<file path="config.mk">
export PLATFORM = sky130hd
export DESIGN_NAME = three_input_debouncer_flat
export DESIGN_NICKNAME = d
export VERILOG_FILES = /design/src/rtl/debounce_pkg.sv /design/src/rtl/three_input_debouncer_if.sv /design/src/rtl/debounce_channel.sv /design/src/rtl/three_input_debouncer.sv /design/src/flat_wrapper.sv
export SDC_FILE = /design/constraint.sdc
export NUM_CORES = 1
export LEC_CHECK = 0
export ABC_AREA = 0
export BUFFER_PORTS_ARGS = -buffer_cell sky130_fd_sc_hd__buf_2
export CAP_MARGIN = 10
export CORE_ASPECT_RATIO = 0.6
export CORE_MARGIN = 4
export CORE_UTILIZATION = 55
export DETAILED_ROUTE_END_ITERATION = 8
export HOLD_SLACK_MARGIN = 0.05
export PLACE_DENSITY = 0.72
export SLEW_MARGIN = 10
export SYNTH_ARGS = -nofsm -noshare
export SYNTH_HDL_FRONTEND = slang
export SYNTH_SLANG_ARGS = --single-unit
</file>
<file path="constraint.sdc">
create_clock -name clk -period 1.93 [get_ports clk]
set_input_delay 0.193 -clock clk [delete_from_list [all_inputs] [get_ports clk]]
set_output_delay 0.193 -clock clk [all_outputs]
set_load 0.01 [all_outputs]
</file>
<file path="src/rtl/debounce_pkg.sv">
// Shared types and defaults for the three-channel switch debouncer.
package debounce_pkg;

    // Per-channel state: STABLE while out tracks sync, COUNTING while a new level is being qualified
    typedef enum logic {
        ST_STABLE   = 1'b0,
        ST_COUNTING = 1'b1
    } ch_state_e;

    localparam int unsigned DEF_STABLE_CYCLES = 4;
    localparam int unsigned DEF_CNT_W         = 16;

endpackage

</file>
<file path="src/rtl/three_input_debouncer_if.sv">
// Raw switch levels in, debounced levels and strobes out.
// DEBOUNCE_RISE_PULSE_EN adds the per-channel rising-edge pulses.
interface three_input_debouncer_if;

    logic a_raw;
    logic b_raw;
    logic c_raw;
    logic a;
    logic b;
    logic c;
    logic changed;
`ifdef DEBOUNCE_RISE_PULSE_EN
    logic a_rise;
    logic b_rise;
    logic c_rise;

    modport master (
        output a_raw, b_raw, c_raw,
        input  a, b, c, changed, a_rise, b_rise, c_rise
    );

    modport slave (
        input  a_raw, b_raw, c_raw,
        output a, b, c, changed, a_rise, b_rise, c_rise
    );
`else
    modport master (
        output a_raw, b_raw, c_raw,
        input  a, b, c, changed
    );

    modport slave (
        input  a_raw, b_raw, c_raw,
        output a, b, c, changed
    );
`endif

endinterface

</file>
<file path="src/rtl/debounce_channel.sv">
// One debounce channel: 2-FF synchronizer, then a stability counter gating the output.
// DEBOUNCE_RISE_PULSE_EN adds the registered rise pulse.
module debounce_channel
    import debounce_pkg::*;
#(
    parameter int unsigned STABLE_CYCLES = DEF_STABLE_CYCLES,
    parameter int unsigned CNT_W         = DEF_CNT_W
) (
    input  logic clk,
    input  logic rst_n,
    input  logic raw,
    output logic out,
    output logic accept
`ifdef DEBOUNCE_RISE_PULSE_EN
    ,
    output logic rise
`endif
);

    localparam logic [CNT_W-1:0] CNT_LAST = CNT_W'(STABLE_CYCLES - 1);

    logic             sync1_q;
    logic             sync2_q;
    ch_state_e        state_q;
    ch_state_e        state_d;
    logic [CNT_W-1:0] cnt_q;
    logic [CNT_W-1:0] cnt_d;
    logic             out_q;
    logic             out_d;
    logic             rise_d;

    // Metastability guard: raw is asynchronous to clk
    always_ff @(posedge clk or negedge rst_n) begin
        if (!rst_n) begin
            sync1_q <= 1'b0;
            sync2_q <= 1'b0;
        end else begin
            sync1_q <= raw;
            sync2_q <= sync1_q;
        end
    end

    always_ff @(posedge clk or negedge rst_n) begin
        if (!rst_n) begin
            state_q <= ST_STABLE;
            cnt_q   <= '0;
            out_q   <= 1'b0;
        end else begin
            state_q <= state_d;
            cnt_q   <= cnt_d;
            out_q   <= out_d;
        end
    end

    // Counter only climbs to CNT_LAST before the state leaves COUNTING, so it never wraps
    always_comb begin
        state_d = state_q;
        cnt_d   = cnt_q;
        out_d   = out_q;
        accept  = 1'b0;
        rise_d  = 1'b0;
        case (state_q)
            ST_STABLE: begin
                cnt_d = '0;
                if (sync2_q != out_q) begin
                    state_d = ST_COUNTING;
                    cnt_d   = CNT_W'(1);
                end
            end
            ST_COUNTING: begin
                if (sync2_q == out_q) begin
                    state_d = ST_STABLE;
                    cnt_d   = '0;
                end else if (cnt_q == CNT_LAST) begin
                    state_d = ST_STABLE;
                    cnt_d   = '0;
                    out_d   = sync2_q;
                    accept  = 1'b1;
                    rise_d  = sync2_q;
                end else begin
                    cnt_d = cnt_q + CNT_W'(1);
                end
            end
        endcase
    end

    assign out = out_q;

`ifdef DEBOUNCE_RISE_PULSE_EN
    logic rise_q;

    always_ff @(posedge clk or negedge rst_n) begin
        if (!rst_n) begin
            rise_q <= 1'b0;
        end else begin
            rise_q <= rise_d;
        end
    end

    assign rise = rise_q;
`else
    logic unused_rise;
    assign unused_rise = rise_d;
`endif

endmodule

</file>
<file path="src/rtl/three_input_debouncer.sv">
// Conditions three raw switch levels into clean debounced inputs for the 3-input NOR.
// DEBOUNCE_RISE_PULSE_EN adds a_rise/b_rise/c_rise.
module three_input_debouncer
    import debounce_pkg::*;
#(
    parameter int unsigned STABLE_CYCLES = DEF_STABLE_CYCLES,
    parameter int unsigned CNT_W         = DEF_CNT_W
) (
    input logic                    clk,
    input logic                    rst_n,
    three_input_debouncer_if.slave dbus
);

    logic accept_a;
    logic accept_b;
    logic accept_c;
    logic changed_q;

    debounce_channel #(
        .STABLE_CYCLES (STABLE_CYCLES),
        .CNT_W         (CNT_W)
    ) u_chan_a (
        .clk    (clk),
        .rst_n  (rst_n),
        .raw    (dbus.a_raw),
        .out    (dbus.a),
        .accept (accept_a)
`ifdef DEBOUNCE_RISE_PULSE_EN
        ,
        .rise   (dbus.a_rise)
`endif
    );

    debounce_channel #(
        .STABLE_CYCLES (STABLE_CYCLES),
        .CNT_W         (CNT_W)
    ) u_chan_b (
        .clk    (clk),
        .rst_n  (rst_n),
        .raw    (dbus.b_raw),
        .out    (dbus.b),
        .accept (accept_b)
`ifdef DEBOUNCE_RISE_PULSE_EN
        ,
        .rise   (dbus.b_rise)
`endif
    );

    debounce_channel #(
        .STABLE_CYCLES (STABLE_CYCLES),
        .CNT_W         (CNT_W)
    ) u_chan_c (
        .clk    (clk),
        .rst_n  (rst_n),
        .raw    (dbus.c_raw),
        .out    (dbus.c),
        .accept (accept_c)
`ifdef DEBOUNCE_RISE_PULSE_EN
        ,
        .rise   (dbus.c_rise)
`endif
    );

    // Coincident accepts on several channels merge into one strobe
    always_ff @(posedge clk or negedge rst_n) begin
        if (!rst_n) begin
            changed_q <= 1'b0;
        end else begin
            changed_q <= accept_a | accept_b | accept_c;
        end
    end

    assign dbus.changed = changed_q;

endmodule

</file>
<file path="src/flat_wrapper.sv">
// flat-port wrapper written by rule: the top's interface ports become plain ports
module three_input_debouncer_flat import debounce_pkg::*;
#(
    parameter int unsigned STABLE_CYCLES = DEF_STABLE_CYCLES,
    parameter int unsigned CNT_W         = DEF_CNT_W
)
  (clk, rst_n, dbus_a_raw, dbus_b_raw, dbus_c_raw, dbus_a, dbus_b, dbus_c, dbus_changed);
  three_input_debouncer_if dbus_i ();
  input logic clk;
  input logic rst_n;
  input wire logic [$bits(dbus_i.a_raw)-1:0] dbus_a_raw;
  input wire logic [$bits(dbus_i.b_raw)-1:0] dbus_b_raw;
  input wire logic [$bits(dbus_i.c_raw)-1:0] dbus_c_raw;
  output wire logic [$bits(dbus_i.a)-1:0] dbus_a;
  output wire logic [$bits(dbus_i.b)-1:0] dbus_b;
  output wire logic [$bits(dbus_i.c)-1:0] dbus_c;
  output wire logic [$bits(dbus_i.changed)-1:0] dbus_changed;
  assign dbus_i.a_raw = dbus_a_raw;
  assign dbus_i.b_raw = dbus_b_raw;
  assign dbus_i.c_raw = dbus_c_raw;
  assign dbus_a = dbus_i.a;
  assign dbus_b = dbus_i.b;
  assign dbus_c = dbus_i.c;
  assign dbus_changed = dbus_i.changed;
  three_input_debouncer #(.STABLE_CYCLES(STABLE_CYCLES), .CNT_W(CNT_W)) u_core (.clk(clk), .rst_n(rst_n), .dbus(dbus_i));
endmodule
</file>
Yosys cells after proc, flatten, opt, wreduce, memory -nomap -nowiden. Cells that the tools add are included.

Flip-flop bits (word level): 61. Input port bits: 5.

Add/sub/neg operators: 3. Eq/ne operators: 9. Reduce and logical (&&, ||, !) cells: 3. Bitwise logic cells: 8. Muxes and demuxes: 33.

Operators by type and width (number): 16-bit two-way mux (6); 16-bit one-hot mux with 2 select lines (3); 16-bit by 1-bit adder with 16-bit output (second input constant) (3); 16-bit by 2-bit == test with 1-bit output (second input constant) (3); 1-bit two-way mux (21); 3-bit AND reduction (3); 1-bit inverter (6); 1-bit one-hot mux with 2 select lines (3); 1-bit == test (3); 1-bit != test (3); 1-bit bitwise OR (2).

Longest topological paths before layout. Gate-level depths: netlist (run 1).

Word-level depth: 6. Mapped depth: 6.

Hierarchy. A second synthesis (run 1) with hierarchy kept.

Cell total of the unflattened synthesis: 289. Area total of the unflattened synthesis: 3243.1 µm².

Modules (own cells, without submodules): debounce_channel (u_core.u_chan_b ...) (times used 2, cells an instance 96, seq. area each 500.5 µm², area an instance 1077.3 µm²); debounce_channel (u_core.u_chan_a) (times used 1, cells an instance 95, seq. area each 500.5 µm², area an instance 1057.3 µm²); three_input_debouncer (times used 1, cells an instance 2, seq. area each 25.0 µm², area an instance 31.3 µm²).

Worst setup path before layout (run 1). OpenSTA, ideal clock, no wires.

Path type: register to register. Start: register u_core.u_chan_a.cnt_q[0]. End: register u_core.u_chan_a.cnt_q[13]. Setup time: 119 ps. Buffers on the path: 1. Path slack: 302 ps. Data arrival time: 1510 ps. Stages on the path, launching flop included: 7. Clock period less this slack: 1628 ps. Cells stage by stage: dfrtp_1 > ha_1 > nor4b_1 > and4_1 > nand3b_1 > buf_4 > nor2_1.

Cells in the longest elaborated chain, start to end: 4. Elaborated cells on any way between the ends: 5.

Ends and longest elaborated chain: start: declaration (RTL line debounce_channel.sv:26) `logic [CNT_W-1:0] cnt_q;`; start signal: assignment (RTL line debounce_channel.sv:50) `cnt_q <= cnt_d;`; 16-bit by 1-bit adder with 16-bit output or 16-bit by 2-bit == test with 1-bit output (tied branches) (RTL line debounce_channel.sv:81, debounce_channel.sv:74); 16-bit two-way mux (*) (RTL line debounce_channel.sv:74) `end else if (cnt_q == CNT_LAST) begin`; 16-bit two-way mux (*) (RTL line debounce_channel.sv:71) `if (sync2_q == out_q) begin`; 16-bit one-hot mux with 2 select lines (*) (RTL line debounce_channel.sv:62) `case (state_q)`; via u_core.u_chan_a.cnt_d[13] (RTL line debounce_channel.sv:27) `logic [CNT_W-1:0] cnt_d;`.

The timed path passes the listed nets; every way through them passes the cells marked *. A chain may end at the register's enable or synchronous reset.

Worst setup path in the final report (run 1). Ends and elaborated chain as after synthesis.

==> run summary, run 1 <==
The flow ran to the end, and the final reports show no timing, DRC or antenna violations. By area the synthesized netlist is led by dfrtp_1 54%, xnor2_1 10%, nor2_1 7.0%, xor2_1 3.4%, nand3_1 3.2%. The number of enable-type register cells in the synthesized netlist came out at 0.

In this run, CTS created clock tree buffers numbering 9. In this design, the largest share of critical-path delay is due to simple AND/OR/NAND/NOR gates. The detailed router finished its first iteration with 160 violations. In this run the mean area of a mapped cell was 10.1 µm². For this run, the total global-route usage over all layers was measured as 18.6%.

The critical path goes through ha_1 -> nor4b_1 -> and4_1 -> nand3b_1 -> buf_4 -> nor2_1. The global-route wire length before repair came out at 9340 µm. The antenna violation net count after detailed routing is 0. TritonCTS built the clock tree. The library cell used most frequently in the layout, excluding fill and tap cells, is dfrtp_1. The total setup violations reported at the end of the flow is 0. In the final routed layout, each cell accounts on average for 14.2 µm. Of the post-synthesis cell area, the dominant cell type holds between 50% and 60%. Max-cap violations in this run came to 0. The worst-path maximum fanout came out at 15. Dividing total power by cell area gives a power density of 1040 nW/µm². In the final timing run, aggregate negative setup slack is 0 ns. Detailed routing inserted a total of 2030 vias. The die covers 6420 µm². The die outline height came out at between 60 and 70 µm. The share of the Yosys chip area taken by registers is 53.7%.

The clock tree root driver cell is clkbuf_8. The clock sink total is 61. At the worst endpoint, the arrival time is slightly below 2 ns. The setup skew after layout is 0.00689 ns.

The worst stage delay on the critical path came out at 0.41 ns. The congestion estimate from routability-driven global placement came to 0.789. The final critical path takes up 91.1% of the cycle. The total overflow reported by the global router came out at 0.

The buffer levels on the longest clock path came out at 2. In this run the number of H-tree levels came out at 3. The net count of the finished layout came out at just over 300. Yosys printed 0 warnings.

The width of the die is 101 µm. The post-CTS setup buffer count is 0. The worst pin sits at a relative slew slack of between 70% and 80%. STA classifies the critical path startpoint as a flip-flop. The upper clock frequency limit is 569 MHz. The max-slew violation count is 0. The post-route minimum period came out at 1.76 ns. The slowest stage of the critical path belongs to the cell dfrtp_1. The number of distinct library cells after synthesis came out at 26. The via count of the first global-routing pass came out at roughly 2000. Summing all placed instances gives a cell area of 2980 µm².

The later pin in the worst-skew pair is clocked with a latency of 0.33 ns. The number of design rule violations left after detail routing is 0. The synthesis-stage register bit count came out at 61. In the layout the commonest cells are 61 x dfrtp_1, 53 x nor2_1, 34 x xnor2_1, 18 x nand3_1, 15 x nand2_1. The starting density of the core is roughly three fifths. The number of I/O pins came out at 9. The min-delay analysis places its worst path in the category flip-flop to flip-flop.

The proportion of layout cells with a drive suffix above 1 is 10.4%. The synthesized design spends more area on one cell type than any other, namely dfrtp_1. The count of input and output buffers came out at 8. At the pin with the least slew margin, the transition time is 0.344 ns.

The final-report hold violation count is 0. The post-synth design cell area came out at 2840 µm². The number of antenna violations at the first check in global routing is 0. The CTS clock-pin slew for the worst setup and hold paths came out at 0.07 ns. Counting both buffers and inverters, the worst setup path holds a total of 1. The synthesized netlist cell count came out at between 200 and 300. The synthesis-to-finish area growth came out at 13.0%.

In the synthesized netlist the async set-or-reset flop fraction comes to 100%. STA classifies the critical path endpoint as a flip-flop. The number of inserted diodes is 0.

Across the VDD grid, the largest voltage drop is 0.714 mV. The static leakage power came out at 1.26 nW. At the worst endpoint, the required time is 2.14 ns.

The site row count is 19. Setup repair after global routing left no endpoint under its margin. The via count normalized by instance count is 5.47. For this block, the routed nets add up to 5260 µm of wire.

The iteration count of the initial detailed-routing pass came out at 4. The finished cells cover 3210 µm². The pin count of the biggest net entering global routing is 62.

The total half-perimeter wirelength after legalization and detailed placement came out at approximately 3500 µm. The area of the core came out at 4780 µm². The worst setup path is of the flip-flop to flip-flop kind. Counting every net in the synthesized netlist gives 288.

Among all flip-flop cells after synthesis, the most frequent one is dfrtp_1.
==> final cells by class <==
type | count | area [µm²]
Fill cell | 362 | 1570
Sequential cell | 61 | 1530
Multi-Input combinational cell | 205 | 1250
Clock buffer | 10 | 128
Timing Repair Buffer | 16 | 123
Tap cell | 63 | 78.8
Clock inverter | 6 | 63.8
Inverter | 10 | 37.5
==> Yosys cell counts, drive strengths merged, types with 3 or more instances <==
master  count
ha          3
nand3b      3
o21a        3
nor2       53
nand3      19
nand2      15
and4        5
dfrtp      61
xor2       11
nor3       14
nor4       13
xnor2      34
a21oi       6
or3         3
nand4      11
inv        10
buf         4
mux2        3
nor4b       3
==> cell families after synthesis <==
| kind of cell | share of synthesized area, % |
|---|---|
| xor+xnor | 13.9 |
| fa+ha+maj | 1.32 |
| flops | 53.7 |
| simple gates | 25.2 |
| buf+inv | 2.20 |
| compound gates | 2.51 |
| mux | 1.19 |
==> registers in the layout (all words and copies together), names as in the netlist <==
register                 count
u_core.u_chan_a.sync1_q      1
u_core.u_chan_c.cnt_q       16
u_core.u_chan_c.state_q      1
u_core.u_chan_a.cnt_q       16
u_core.u_chan_b.state_q      1
u_core.u_chan_a.sync2_q      1
u_core.u_chan_b.out          1
u_core.u_chan_b.sync2_q      1
u_core.u_chan_c.out          1
u_core.u_chan_c.sync2_q      1
u_core.u_chan_a.out          1
u_core.u_chan_c.sync1_q      1
u_core.u_chan_b.cnt_q       16
u_core.dbus.changed          1
u_core.u_chan_a.state_q      1
u_core.u_chan_b.sync1_q      1
==> repair_timing <==
item                       in CTS  in global routing
hold buffers                    4                  0
hold endpoints to repair       64                  0
gates resized for setup         0                  0
setup endpoints to repair       0                  0
==> metrics by stage <==
| stage | power [mW] | std cells | utilization (%) | worst slack, ns | hold WS [ns] |
|---|---|---|---|---|---|
| after floorplan | 2.02 | 280 | - | 0.302 | -0.103 |
| after global placement | 2.21 | 351 | 62.3 | 0.265 | 0.224 |
| after detailed placement | 2.25 | 351 | 62.3 | 0.193 | 0.224 |
| after CTS | 3.37 | 371 | 67.1 | 0.167 | 0.356 |
| after global routing | 3.54 | 371 | 67.1 | 0.0538 | 0.367 |
| final | 3.32 | 371 | 67.1 | 0.171 | 0.355 |
==> per-layer routing <==
layer | wire (µm) | global-route usage [%] | up-vias
met4 | 38 | 5.38 | 0
met2 | 2190 | 25.2 | 29
met5 | 0 | 0 | -
met1 | 2820 | 28.2 | 983
li1 | - | - | 1013
met3 | 214 | 6.06 | 5
==> report_power, final <==
part           switching (mW)  total (mW)  internal (mW)
combinational           0.385       0.657          0.271
sequential              0.152        1.57           1.42
clock                   0.499        1.09          0.593
total                    1.04        3.32           2.28
==> worst paths after layout <==
check,from,end,slack [ns],cells past startpoint
min,u_core.u_chan_c.sync1_q$_DFF_PN0_,u_core.u_chan_c.sync2_q$_DFF_PN0_,0.35,0
max reg2reg,u_core.u_chan_a.cnt_q[0]$_DFF_PN0_,u_core.u_chan_a.cnt_q[13]$_DFF_PN0_,0.17,6
max in group asynchronous,rst_n,u_core.u_chan_a.cnt_q[1]$_DFF_PN0_,1.27,3
min reg2reg,u_core.u_chan_c.sync1_q$_DFF_PN0_,u_core.u_chan_c.sync2_q$_DFF_PN0_,0.35,0
min in group asynchronous,rst_n,u_core.u_chan_c.out$_DFFE_PN0P_,0.38,3
max,u_core.u_chan_a.cnt_q[0]$_DFF_PN0_,u_core.u_chan_a.cnt_q[13]$_DFF_PN0_,0.17,6
No activity file was read; power rests on OpenSTA's default activity.
==> inputs of run 2 (changes only) <==
HOLD_SLACK_MARGIN = not set   (was 0.05)
PLACE_DENSITY = 0.75   (was 0.72)
clock period = 1.5 ns   (was 1.93 ns; I/O delays follow)
==> run 2 against run 1 <==
The run now ends with setup timing left. Cell count is 15% higher. Register-to-register slack got worse by 0.25 ns. Sequential power increased by 29%. Largest power group unchanged. Design area grew 23%. Clock skew decreased by 0.0012 ns.
==> run summary, run 2 (synthesis results as in run 1) <==
The portion of total power attributed to sequential cells is 40.2% (-7.1 points). The routed length on met2 came out at 2930 µm (+34%). The power density of the placed cells came out at 1270 nW/µm² (+23%). The clock sink total came to 61 (unchanged). The tree is rooted in a clkbuf_8. The internal cell power came to 3.52 mW (+54%). The worst setup path is captured at a flip-flop. The net switching fraction of the power was 30.1% (-1.1 points). The placement-stage cell area is 3410 µm² (+15%). The slew of the pin with the lowest slew margin is 0.462 ns (+0.119 ns). The number of antenna violations at the first check in global routing is 0 (unchanged). The number of design rule violations left after detail routing was 0 (unchanged).

The iteration count of the initial detailed-routing pass is 4 (unchanged). The proportion of layout cells with a drive suffix above 1 came out at 33.7% (+23 points). The flow ran to the end, but the final reports show violations. The count of input and output buffers came out at 8 (unchanged). The post-route minimum period came out at 1.58 ns (-0.177 ns). The width of the die came out at 101 µm (unchanged). The post-route total power came out at 5.03 mW (+51%). The least setup slack across all paths after layout came out at -0.0818 ns (-0.253 ns). In the final layout, the registers with the most flip-flops are u_core.u_chan_a.cnt_q x16, u_core.u_chan_b.cnt_q x16, u_core.u_chan_c.cnt_q x16. The die outline height came out at 63.7 µm (unchanged).

The relative slew slack is 69.2% (-7.7 points). The last weighted congestion value of the routability-driven placer is 0.827 (+4.8%). The number of I/O pins came out at 9 (unchanged).

The overall track demand over capacity in global routing is 21.6% (+3.0 points). The static leakage power is 1.64 nW (+29%). The maximum level of the CTS H-tree is 3 (unchanged). The arrival time at the worst endpoint is 1.80 ns (-0.17 ns).

The final-layout worst hold slack is 0.295 ns (-0.0593 ns). The TritonCTS clock tree is built. The setup skew after layout is 0.00572 ns (-0.00117 ns). The total setup violations reported at the end of the flow is 30 (+30). The final reports fail on setup timing.

The share of power burned in combinational logic came out at 29.6% (+9.8 points). The total length of routed wires is 6430 µm (+22%). The number of inserted diodes came out at 0 (unchanged). The max-capacitance violation count is 0 (unchanged). The met3 layer wire length in the routed design came to 329 µm (+54%). The total half-perimeter wirelength after legalization and detailed placement came out at 4310 µm (+22%). The final-report hold violation count was 0 (unchanged).

The global-route wire length before repair is 10600 µm (+14%). The maximum ir drop on the vdd rail came out at 1.16 mV (+62%). The upper clock frequency limit is 632 MHz (+11%).

The area of the die is 6420 µm² (unchanged). The CTS clock-pin slew for the worst setup and hold paths is 0.07 ns (about the same). The pin count of the biggest net entering global routing was 44 (-29%). The starting density of the core was 59.4% (unchanged).

The total routed wire length on the met1 layer came to 3120 µm (+11%). The finished layout cell area is 3950 µm² (+23%). The number of standard cells in the final layout excluding fillers is 428 (+15%). The total number of vias came out at 2326 (+15%). The worst-path maximum fanout came out at 8 (-7). The highest metal layer carrying signal wires in the routed design is met4. The net switching power of the design is 1.51 mW (+46%). The via count of the first global-routing pass is 2185 (+11%). The core utilization of the finished layout is 82.7% (+16 points). The first-iteration detailed-routing DRC count came out at 96 (-40%). The max-slew violation count is 0 (unchanged). The library cells used most frequently in the layout, excluding fill and tap cells, are 59 x dfrtp_1, 52 x buf_4, 43 x nor2_1, 34 x xnor2_1, 18 x nand3_1.

The via count normalized by instance count was 5.43 (-0.68%). The area growth from synthesis to layout is 39.1%. The critical path in this run is classified as flip-flop to flip-flop.

The routed wirelength normalized by instance count came to 15.0 µm (+6.0%). The class of the tightest hold or removal check is primary input to asynchronous set/reset pin. The clock power share is 30.2% (-2.7 points). The site row count came out at 19 (unchanged). The final critical-path share of the clock period is 105% (+14 points). The required time of the worst setup path came out at 1.72 ns (-0.42 ns).

The buffer levels on the longest clock path is 2 (unchanged). The antenna violation net count after detailed routing came out at 0 (unchanged). The number of buffers created by CTS came to 9 (unchanged).

The worst-skew pair later-pin latency is 0.33 ns (about the same). Setup repair after global routing could not meet its margin everywhere. The cell count after placement is 398 (+13%).

The total overflow reported by the global router was 0 (unchanged). The net count of the finished layout is 368 (+18%). Leaving out fill and tap cells, the most frequent cell in the layout is dfrtp_1.

The area of the core is 4780 µm² (unchanged). STA classifies the critical path startpoint as a flip-flop.
[run 2: cell count changes in the layout (fill, tap and decap cells not counted), moves of 4 or more]
cell / before / now
buf_4: 3 / 52
nor4_4: 0 / 4
nor4_1: 13 / 7
nor2_2: 0 / 10
buf_6: 0 / 4
nor2_1: 53 / 43
[run 2: per-stage QoR]
stage | TNS (ns) | setup WS (ns)
2_1_floorplan | -0.267 | -0.0141
3_3_place_gp | -2.36 | -0.0934
5_1_grt | -4.45 | -0.134
6_report | -1.90 | -0.0818
3_5_place_dp | -3.97 | -0.165
4_1_cts | -1.25 | -0.0648
[run 2: worst max-delay path: stages, from the launching register on]
cell and delay (ns):
dfrtp_2 0.42, nor4_4 0.30, and4_4 0.29, nand3b_1 0.14, buf_6 0.14, buf_12 0.13, nor2_1 0.05
[run 2: timing repair]
item	CTS	global route
pin swaps	7	4
setup endpoints to repair	49	51
hold buffers	4	0
setup buffers	4	6
gates cloned	1	0
resized for setup	23	21
hold endpoints to repair	21	0
[run 2: path summary, 6_finish.rpt]
path / start / endpoint / cells after the start / slack [ns]
worst min-delay path: rst_n / u_core.u_chan_a.cnt_q[6]$_DFF_PN0_ / 2 / 0.30
worst max-delay path: u_core.u_chan_c.cnt_q[4]$_DFF_PN0_ / u_core.u_chan_c.cnt_q[6]$_DFF_PN0_ / 6 / -0.08
worst max register to register: u_core.u_chan_c.cnt_q[4]$_DFF_PN0_ / u_core.u_chan_c.cnt_q[6]$_DFF_PN0_ / 6 / -0.08
worst min register to register: u_core.u_chan_c.sync1_q$_DFF_PN0_ / u_core.u_chan_c.sync2_q$_DFF_PN0_ / 0 / 0.35
max in group asynchronous: rst_n / u_core.u_chan_b.sync1_q$_DFF_PN0_ / 3 / 0.63
min in group clk: u_core.u_chan_c.sync1_q$_DFF_PN0_ / u_core.u_chan_c.sync2_q$_DFF_PN0_ / 0 / 0.35
[run 2: final cells by class]
type / count / area (µm²)
Clock buffer: 13 / 169
Clock inverter: 3 / 42.5
Fill cell: 267 / 827
Inverter: 10 / 37.5
Multi-Input combinational cell: 205 / 1470
Sequential cell: 61 / 1530
Tap cell: 63 / 78.8
Timing Repair Buffer: 73 / 623
[run 2: power by group through the flow]
| stage | combinational [mW] | clock, mW | sequential [mW] |
|---|---|---|---|
| CTS | 1.45 | 1.54 | 2.02 |
| global route | 1.62 | 1.63 | 2.05 |
| floorplan | 0.651 | 0 | 2.06 |
| global placement | 1.17 | 0 | 2.02 |
| detailed placement | 1.22 | 0 | 2.04 |
| finish | 1.49 | 1.52 | 2.02 |
[run 2: routing by layer]
layer | up-vias | global-route usage, %
met5 | - | 0
met4 | 0 | 5.71
met3 | 8 | 6.50
met2 | 38 | 31.8
met1 | 1145 | 31.1
li1 | 1135 | -
